--- config.mk ---
export PLATFORM = sky130hd
export DESIGN_NAME = sobol_seq_gen
export DESIGN_NICKNAME = d
export VERILOG_FILES = /design/src/rtl/sobol_seq_gen.sv
export SDC_FILE = /design/constraint.sdc
export NUM_CORES = 1
export LEC_CHECK = 0
export CORE_ASPECT_RATIO = 0.75
export CORE_UTILIZATION = 61
export CTS_CLUSTER_DIAMETER = 120
export CTS_CLUSTER_SIZE = 40
export DETAILED_ROUTE_END_ITERATION = 8
export PLACE_DENSITY = 0.8
export SLEW_MARGIN = 40
export SYNTH_ARGS = -nofsm -noshare
export SYNTH_HDL_FRONTEND = slang
export SYNTH_SLANG_ARGS = --single-unit
--- constraint.sdc ---
create_clock -name clk -period 2.93 [get_ports clk]
set_input_delay 0.586 -clock clk [delete_from_list [all_inputs] [get_ports clk]]
set_output_delay 0.586 -clock clk [all_outputs]
set_load 0.05 [all_outputs]
--- src/rtl/sobol_seq_gen.sv ---
// 1-D Sobol sequence generator using the Gray-code (Antonov-Saleev) recurrence.
// Emits one Q16.16 sample per enabled cycle from a run-time loadable direction table.
module sobol_seq_gen #(
  parameter int WIDTH      = 32,
  parameter int QINT       = 16,
  parameter int QFRAC      = WIDTH - QINT,
  parameter int MAX_POINTS = (2 ** QFRAC) - 1
) (
  input  logic                     clk,
  input  logic                     rst_n,
  input  logic                     start,
  input  logic                     abort,
  input  logic                     stall,
  input  logic                     dir_wr_en,
  input  logic [$clog2(QFRAC)-1:0] dir_wr_addr,
  input  logic [QFRAC-1:0]         dir_wr_data,
  output logic                     valid_out,
  output logic [WIDTH-1:0]         u,
  output logic                     busy,
  output logic                     done,
  output logic                     dir_wr_err
);

  localparam int AW = $clog2(QFRAC);
  localparam logic [QFRAC-1:0] LAST_K = QFRAC'(MAX_POINTS - 1);

  typedef enum logic [1:0] {
    IDLE = 2'd0,
    RUN  = 2'd1,
    DONE = 2'd2
  } state_t;

  state_t            state, state_next;
  logic [QFRAC-1:0]  v [QFRAC];
  logic [QFRAC-1:0]  x, k, x_next;
  logic [AW-1:0]     c;
  logic              dir_wr_ok;

  // Position of the lowest zero bit of k; the scan runs high-to-low so the
  // last hit wins. A zero always exists because k never reaches all-ones.
  // NOTE: every combinational output gets a default before any conditional
  // assignment, otherwise synthesis infers a latch to hold the old value.
  always_comb begin
    c = '0;
    for (int i = QFRAC - 1; i >= 0; i--) begin
      if (!k[i]) c = AW'(i);
    end
  end

  assign x_next    = x ^ v[c];
  assign busy      = (state == RUN);
  assign dir_wr_ok = dir_wr_en && (state == IDLE) && (int'(dir_wr_addr) < QFRAC);

  always_comb begin
    state_next = state;
    case (state)
      IDLE:    if (start) state_next = RUN;
      RUN:     if (!stall && (k == LAST_K)) state_next = DONE;
      DONE:    state_next = IDLE;
      default: state_next = IDLE;
    endcase
    if (abort) state_next = IDLE;
  end

  // NOTE: sequential state uses non-blocking assignments so every register
  // samples the pre-edge values, independent of statement order.
  always_ff @(posedge clk or negedge rst_n) begin
    if (!rst_n) state <= IDLE;
    else        state <= state_next;
  end

  // NOTE: the direction table is reset explicitly, since the van der Corput
  // defaults must be usable straight out of reset; this keeps it in flops.
  always_ff @(posedge clk or negedge rst_n) begin
    if (!rst_n) begin
      for (int i = 0; i < QFRAC; i++) v[i] <= QFRAC'(1) << (QFRAC - 1 - i);
    end else if (dir_wr_ok) begin
      v[dir_wr_addr] <= dir_wr_data;
    end
  end

  // Sticky until reset: a write outside IDLE is dropped but flagged.
  always_ff @(posedge clk or negedge rst_n) begin
    if (!rst_n)                             dir_wr_err <= 1'b0;
    else if (dir_wr_en && (state != IDLE))  dir_wr_err <= 1'b1;
  end

  always_ff @(posedge clk or negedge rst_n) begin
    if (!rst_n) begin
      x         <= '0;
      k         <= '0;
      u         <= '0;
      valid_out <= 1'b0;
      done      <= 1'b0;
    end else begin
      valid_out <= 1'b0;
      done      <= 1'b0;
      if (abort) begin
        x <= '0;
        k <= '0;
      end else begin
        case (state)
          IDLE: begin
            if (start) begin
              x <= '0;
              k <= '0;
            end
          end
          RUN: begin
            if (!stall) begin
              x         <= x_next;
              k         <= k + 1'b1;
              u         <= {{QINT{1'b0}}, x_next};
              valid_out <= 1'b1;
            end
          end
          DONE:    done <= 1'b1;
          default: ;
        endcase
      end
    end
  end

endmodule

Word level (Yosys, flattened, before mapping):

Cells that the tools add are included.

* bitwise logic cells: 5
* equality and inequality tests: 6
* $lt $le $gt $ge: 3
* add/subtract/negate cells: 1
* mux-type cells: 38
* reduce and logical (&&, ||, !) cells: 11

Operator list (count)
* $bwmux W256: 1
* $mux W16: 8
* $bmux W16 S4: 1
* $demux W16 S4: 1
* $mux W4: 16
* $pmux W16 S2: 2
* $add A16 B1 Y16 const B: 1
* $eq A16 B16 Y1 const B: 1
* $xor A16 B16 Y16: 1
* $ge A5 B5 Y1 const B: 2
* $not A4 Y5: 2
* $mux W2: 3
* $ne A3 B3 Y1 const B: 2
* $reduce_and A3 Y1: 2
* $lt A5 B1 Y1 const B: 1
* $mux W1: 5
* $logic_and A1 B1 Y1: 4
* $pmux W2 S2: 1
* $ne A3 B2 Y1 const B: 1
* $reduce_bool A3 Y1: 1
* $eq A2 B1 Y1 const B: 1
* $eq A2 B2 Y1 const B: 1
* $logic_not A2 Y1: 1
* $not A1 Y1: 2
* other kinds (3): 3

* input port bits: 26
* word-level logic and storage cells: 87
* output and inout bits: 36
* flip-flop bits (word level): 309

Longest topological paths before layout:

* depth in word-level cells: 24
* mapped depth: 11
* mapped depth without buffers: 7

Worst setup path before layout:

No wires, ideal clock.

* kind: reg2reg
* start point: reg state[0]
* end point: reg u[14]
* slack: 143 ps
* cell stages (with the launch flop): 10
* required time: 2861 ps
* setup time: 69 ps
* arrival time: 2718 ps
* path buffers: 2
* clock period less this slack: 2787 ps
* path through: dfrtp_1 > nor2b_1 > nand2b_1 > or2_2 > clkbuf_1 > clkinv_1 > clkbuf_1 > nand2_1 > or4_1 > nand3_1

* word-level cells in the longest chain between the ends: 2

Ends and longest elaborated chain
* start: declaration: RTL line 33 `state_t state, state_next;`
* start signal: assignment: RTL line 69 `else state <= state_next;`
* $eq A2 B1 Y1
* via busy: RTL line 19 `output logic busy,`
* $reduce_and A3 Y1 (no line)
* end signal: assignment: RTL line 113 `u <= {{QINT{1'b0}}, x_next};`
* end: declaration: RTL line 18 `output logic [WIDTH-1:0] u,`

The timed path passes the listed nets, and every way through them passes these cells.
A chain may end at the register's enable or synchronous reset.

Worst setup path in the final report:

* start point: reg k[4]
* end point: reg u[13]

* word-level cells in the longest chain between the ends: 10

Ends and longest elaborated chain
* start: declaration: RTL line 35 `logic [QFRAC-1:0] x, k, x_next;`
* start signal: assignment: RTL line 112 `k <= k + 1'b1;`
* $mux W4 (5 in a row): RTL line 46 `if (!k[i]) c = AW'(i);`
* $not A4 Y5 (implied by the code): RTL line 50 `assign x_next = x ^ v[c];`
* $bmux W16 S4: RTL line 50
* $mux W16 (implied by the code) (2 in a row): RTL line 50
* $xor A16 B16 Y16: RTL line 50

No other way between the ends. The select of a mux whose other input is x is not followed.

==> metrics.txt <==
Num CTS Buffers=11; largest net degree at the start of global routing=89; clock tree from TritonCTS=done; number of nets at the end of the flow=1348; number of global-route vias before repair=10700; worst setup slack after layout=76.9 ps; unrepaired setup endpoints after global routing=false; primary flip-flop cell chosen by synthesis mapping=sky130_fd_sc_hd__dfrtp_1; DRT Wirelength=37200 um; final-layout worst hold slack=-20.5 ps; standby leakage power=0.00701 uW; highest routed metal layer=met4; global-route wire length before repair=59300 um; Max Clk Rate=350 MHz; clk_lat worst skew=520 ps; result of the run=finished with violations; type of the worst setup path=flip-flop to flip-flop; Die Y-Extent=137 um; number of levels in the clock H-tree=1; antenna diode count=0; number of nets still failing antenna checks after routing=0; setup TNS=0 ps; worst slack, placed=78.3 ps; clock sink count=309; number of vias after detailed routing=10800; total congestion overflow=0; met3 wire length=2590 um; gp weighted congestion=0.841; count of endpoints failing setup in the final report=0; starting density of the core=0.621; number of fillers in the final layout=1743; failing checks=negative hold slack; DRC=0; power after layout=9850 uW; final period utilization=0.974; 1st-pass router iterations=5; endpoint required time on the critical path=3380 ps; Core Footprint=0.0240 mm2; VDD IR max=428 uV; post-synthesis to final-layout area growth=9.41%; ports placed on the boundary=62; FFs w/ async S/R, synth=1.00; Worst-path clk slew=150 ps; Cell Rows=49; Die Area=0.0251 mm2; all-layer global routing usage=0.305; hold violation total from the final report=9; sequential-to-total area share from yosys stat=0.520; post-detailed-route wirelength per cell=22.5 um; Synthesis Warnings=0; Pwr per Cell Area=604 mW/mm2; maximum capacitance violations=0; per-instance average area after synthesis=11.4 um2; M1 WL=16500 um; I/O Buffers=45; share of layout cells above drive strength 1=0.268; Post-synth EDFFs=0; routed length on met2=17000 um; class of the most critical hold timing path=input pin to asynchronous set/reset pin; Netlist Area Pre-Place=0.0149 mm2; max-slew violations=0; category of the worst setup path capture point=flip-flop; count of mapped cells out of synthesis=1305; antenna violations before repair=0; startpoint type of the worst setup path=flip-flop; critical path arrival=3300 ps; post-synthesis register bit count=309; first-iteration detailed-routing DRC count=1047; ratio of routed vias to standard cells=6.51; CTS max path bufs=3; slew at the pin with the worst max-slew slack=795 ps; count of cell types in the netlist=58; Clock Skew=26.7 ps; Max Fanout on Critical Path=20; # hold bufs at CTS=0; Detailed Place HPWL=23500 um; horizontal die dimension=182 um; minimum clock period after layout=2850 ps; worst slew margin relative to its limit=0.470; root cell of the clock tree=sky130_fd_sc_hd__clkbuf_16; Worst R2R Setup Slack=80 ps
==> area by class of cell <==
cell class              count  area (um2)  share of cell area
well taps                 331         414              0.0254
inverters                  36         135             0.00829
multi-input cells         852        6530               0.400
flip-flops and latches    309        7760               0.476
clock inverters             1        16.3            0.000998
clock buffers              16         294              0.0180
repair buffers            110        1160              0.0709
==> sequential cells by signal (all words and copies together), names as in the netlist <==
name        cells
dir_wr_err      1
done            1
u              16
x              16
k              16
valid_out       1
v             256
state           2
==> worst max-delay path, cell delays in order (launching register included) <==
cell	delay (ps)
sky130_fd_sc_hd__dfrtp_2	460
sky130_fd_sc_hd__nand2_1	180
sky130_fd_sc_hd__a311oi_4	330
sky130_fd_sc_hd__a21o_2	280
sky130_fd_sc_hd__buf_12	200
sky130_fd_sc_hd__mux2i_1	340
sky130_fd_sc_hd__a221oi_1	130
sky130_fd_sc_hd__buf_4	180
sky130_fd_sc_hd__or4_1	550
sky130_fd_sc_hd__nand3_1	110
==> logic make-up after synthesis <==
logic type | after synthesis | share of synthesized area
compound gates | 269 | 0.134
fa+ha+maj | 2 | 0.00168
mux | 256 | 0.191
buf+inv | 159 | 0.0495
xor+xnor | 10 | 0.00588
other cells | 1 | 0.000252
flops | 309 | 0.520
simple gates | 299 | 0.0974
==> final timing paths <==
path | from | to | depth (start not counted)
worst max-delay path | k[4] | u[13] | 9
worst min-delay path | rst_n | k[14] | 1
worst max register to register | k[4] | u[13] | 9
worst min register to register | v[30] | v[30] | 1
max in group asynchronous | rst_n | v[221] | 2
min in group clk | v[30] | v[30] | 1
==> metal layers <==
layer / vias to the layer above / track usage
li1: 4747 / -
met1: 5548 / 0.442
met2: 410 / 0.476
met3: 66 / 0.0476
met4: 0 / 0.102
met5: - / 0
==> where the power goes <==
| part | switching (uW) | internal [uW] | total, uW | leakage [uW] |
|---|---|---|---|---|
| Clock | 1290 | 726 | 2010 | 0.000148 |
| Sequential | 483 | 5240 | 5720 | 0.00385 |
| Combinational | 1110 | 1010 | 2120 | 0.00302 |
==> repair_timing <==
action / CTS / global route
resized for setup: 0 / 9
hold endpoints to repair: 0 / 0
setup buffers: 0 / 0
endpoints found under the setup margin: 0 / 21
==> synth_stat cells (all sizes together) (3+ instances only) <==
cell | number | area [um2]
dfrtp | 293 | 7330
mux2 | 224 | 2520
nand2 | 133 | 502
a211oi | 83 | 623
clkbuf | 74 | 283
buf | 49 | 319
o21ai | 42 | 214
nor2 | 39 | 146
a21oi | 38 | 190
inv | 35 | 131
nand3 | 35 | 175
and3 | 33 | 206
mux2i | 32 | 320
a221oi | 31 | 334
a21boi | 16 | 120
dfstp | 16 | 420
o311ai | 16 | 140
o31ai | 16 | 120
o32ai | 16 | 140
or4 | 16 | 120
nand2b | 8 | 50.1
nand4 | 6 | 43.8
nor3 | 6 | 46.3
or3 | 6 | 37.5
xor2 | 6 | 52.6
nor2b | 4 | 25.0
xnor2 | 4 | 35.0
o2111ai | 3 | 26.3
or2 | 3 | 18.8
==> stage by stage <==
| stage | util | instance area, um2 | std cells | hold slack [ps] |
|---|---|---|---|---|
| final | 0.680 | 16300 | 1655 | -20.5 |
| after global routing | 0.680 | 16300 | 1655 | 13.5 |
| after detailed placement | 0.665 | 15900 | 1637 | 484 |
| after floorplan | - | 15000 | 1320 | 290 |
| after CTS | 0.678 | 16200 | 1654 | 6.65 |
| after global placement | 0.664 | 15900 | 1637 | 450 |
==> layout by cell type, fill, tap and decap left out, types with 35 or more instances in the layout <==
cell                              netlist  routed
sky130_fd_sc_hd__mux2_2               224     224
sky130_fd_sc_hd__dfrtp_1              293     288
sky130_fd_sc_hd__nand2_1              132     131
sky130_fd_sc_hd__nand3_1               35      35
sky130_fd_sc_hd__inv_1                 35      35
sky130_fd_sc_hd__nor2_1                39      36
sky130_fd_sc_hd__buf_4                 20      47
sky130_fd_sc_hd__a211oi_1              83      83
sky130_fd_sc_hd__a21oi_1               38      37
sky130_fd_sc_hd__o21ai_0               41      41
sky130_fd_sc_hd__clkdlybuf4s50_1        0      44
No activity file was read; power rests on OpenSTA's default activity.
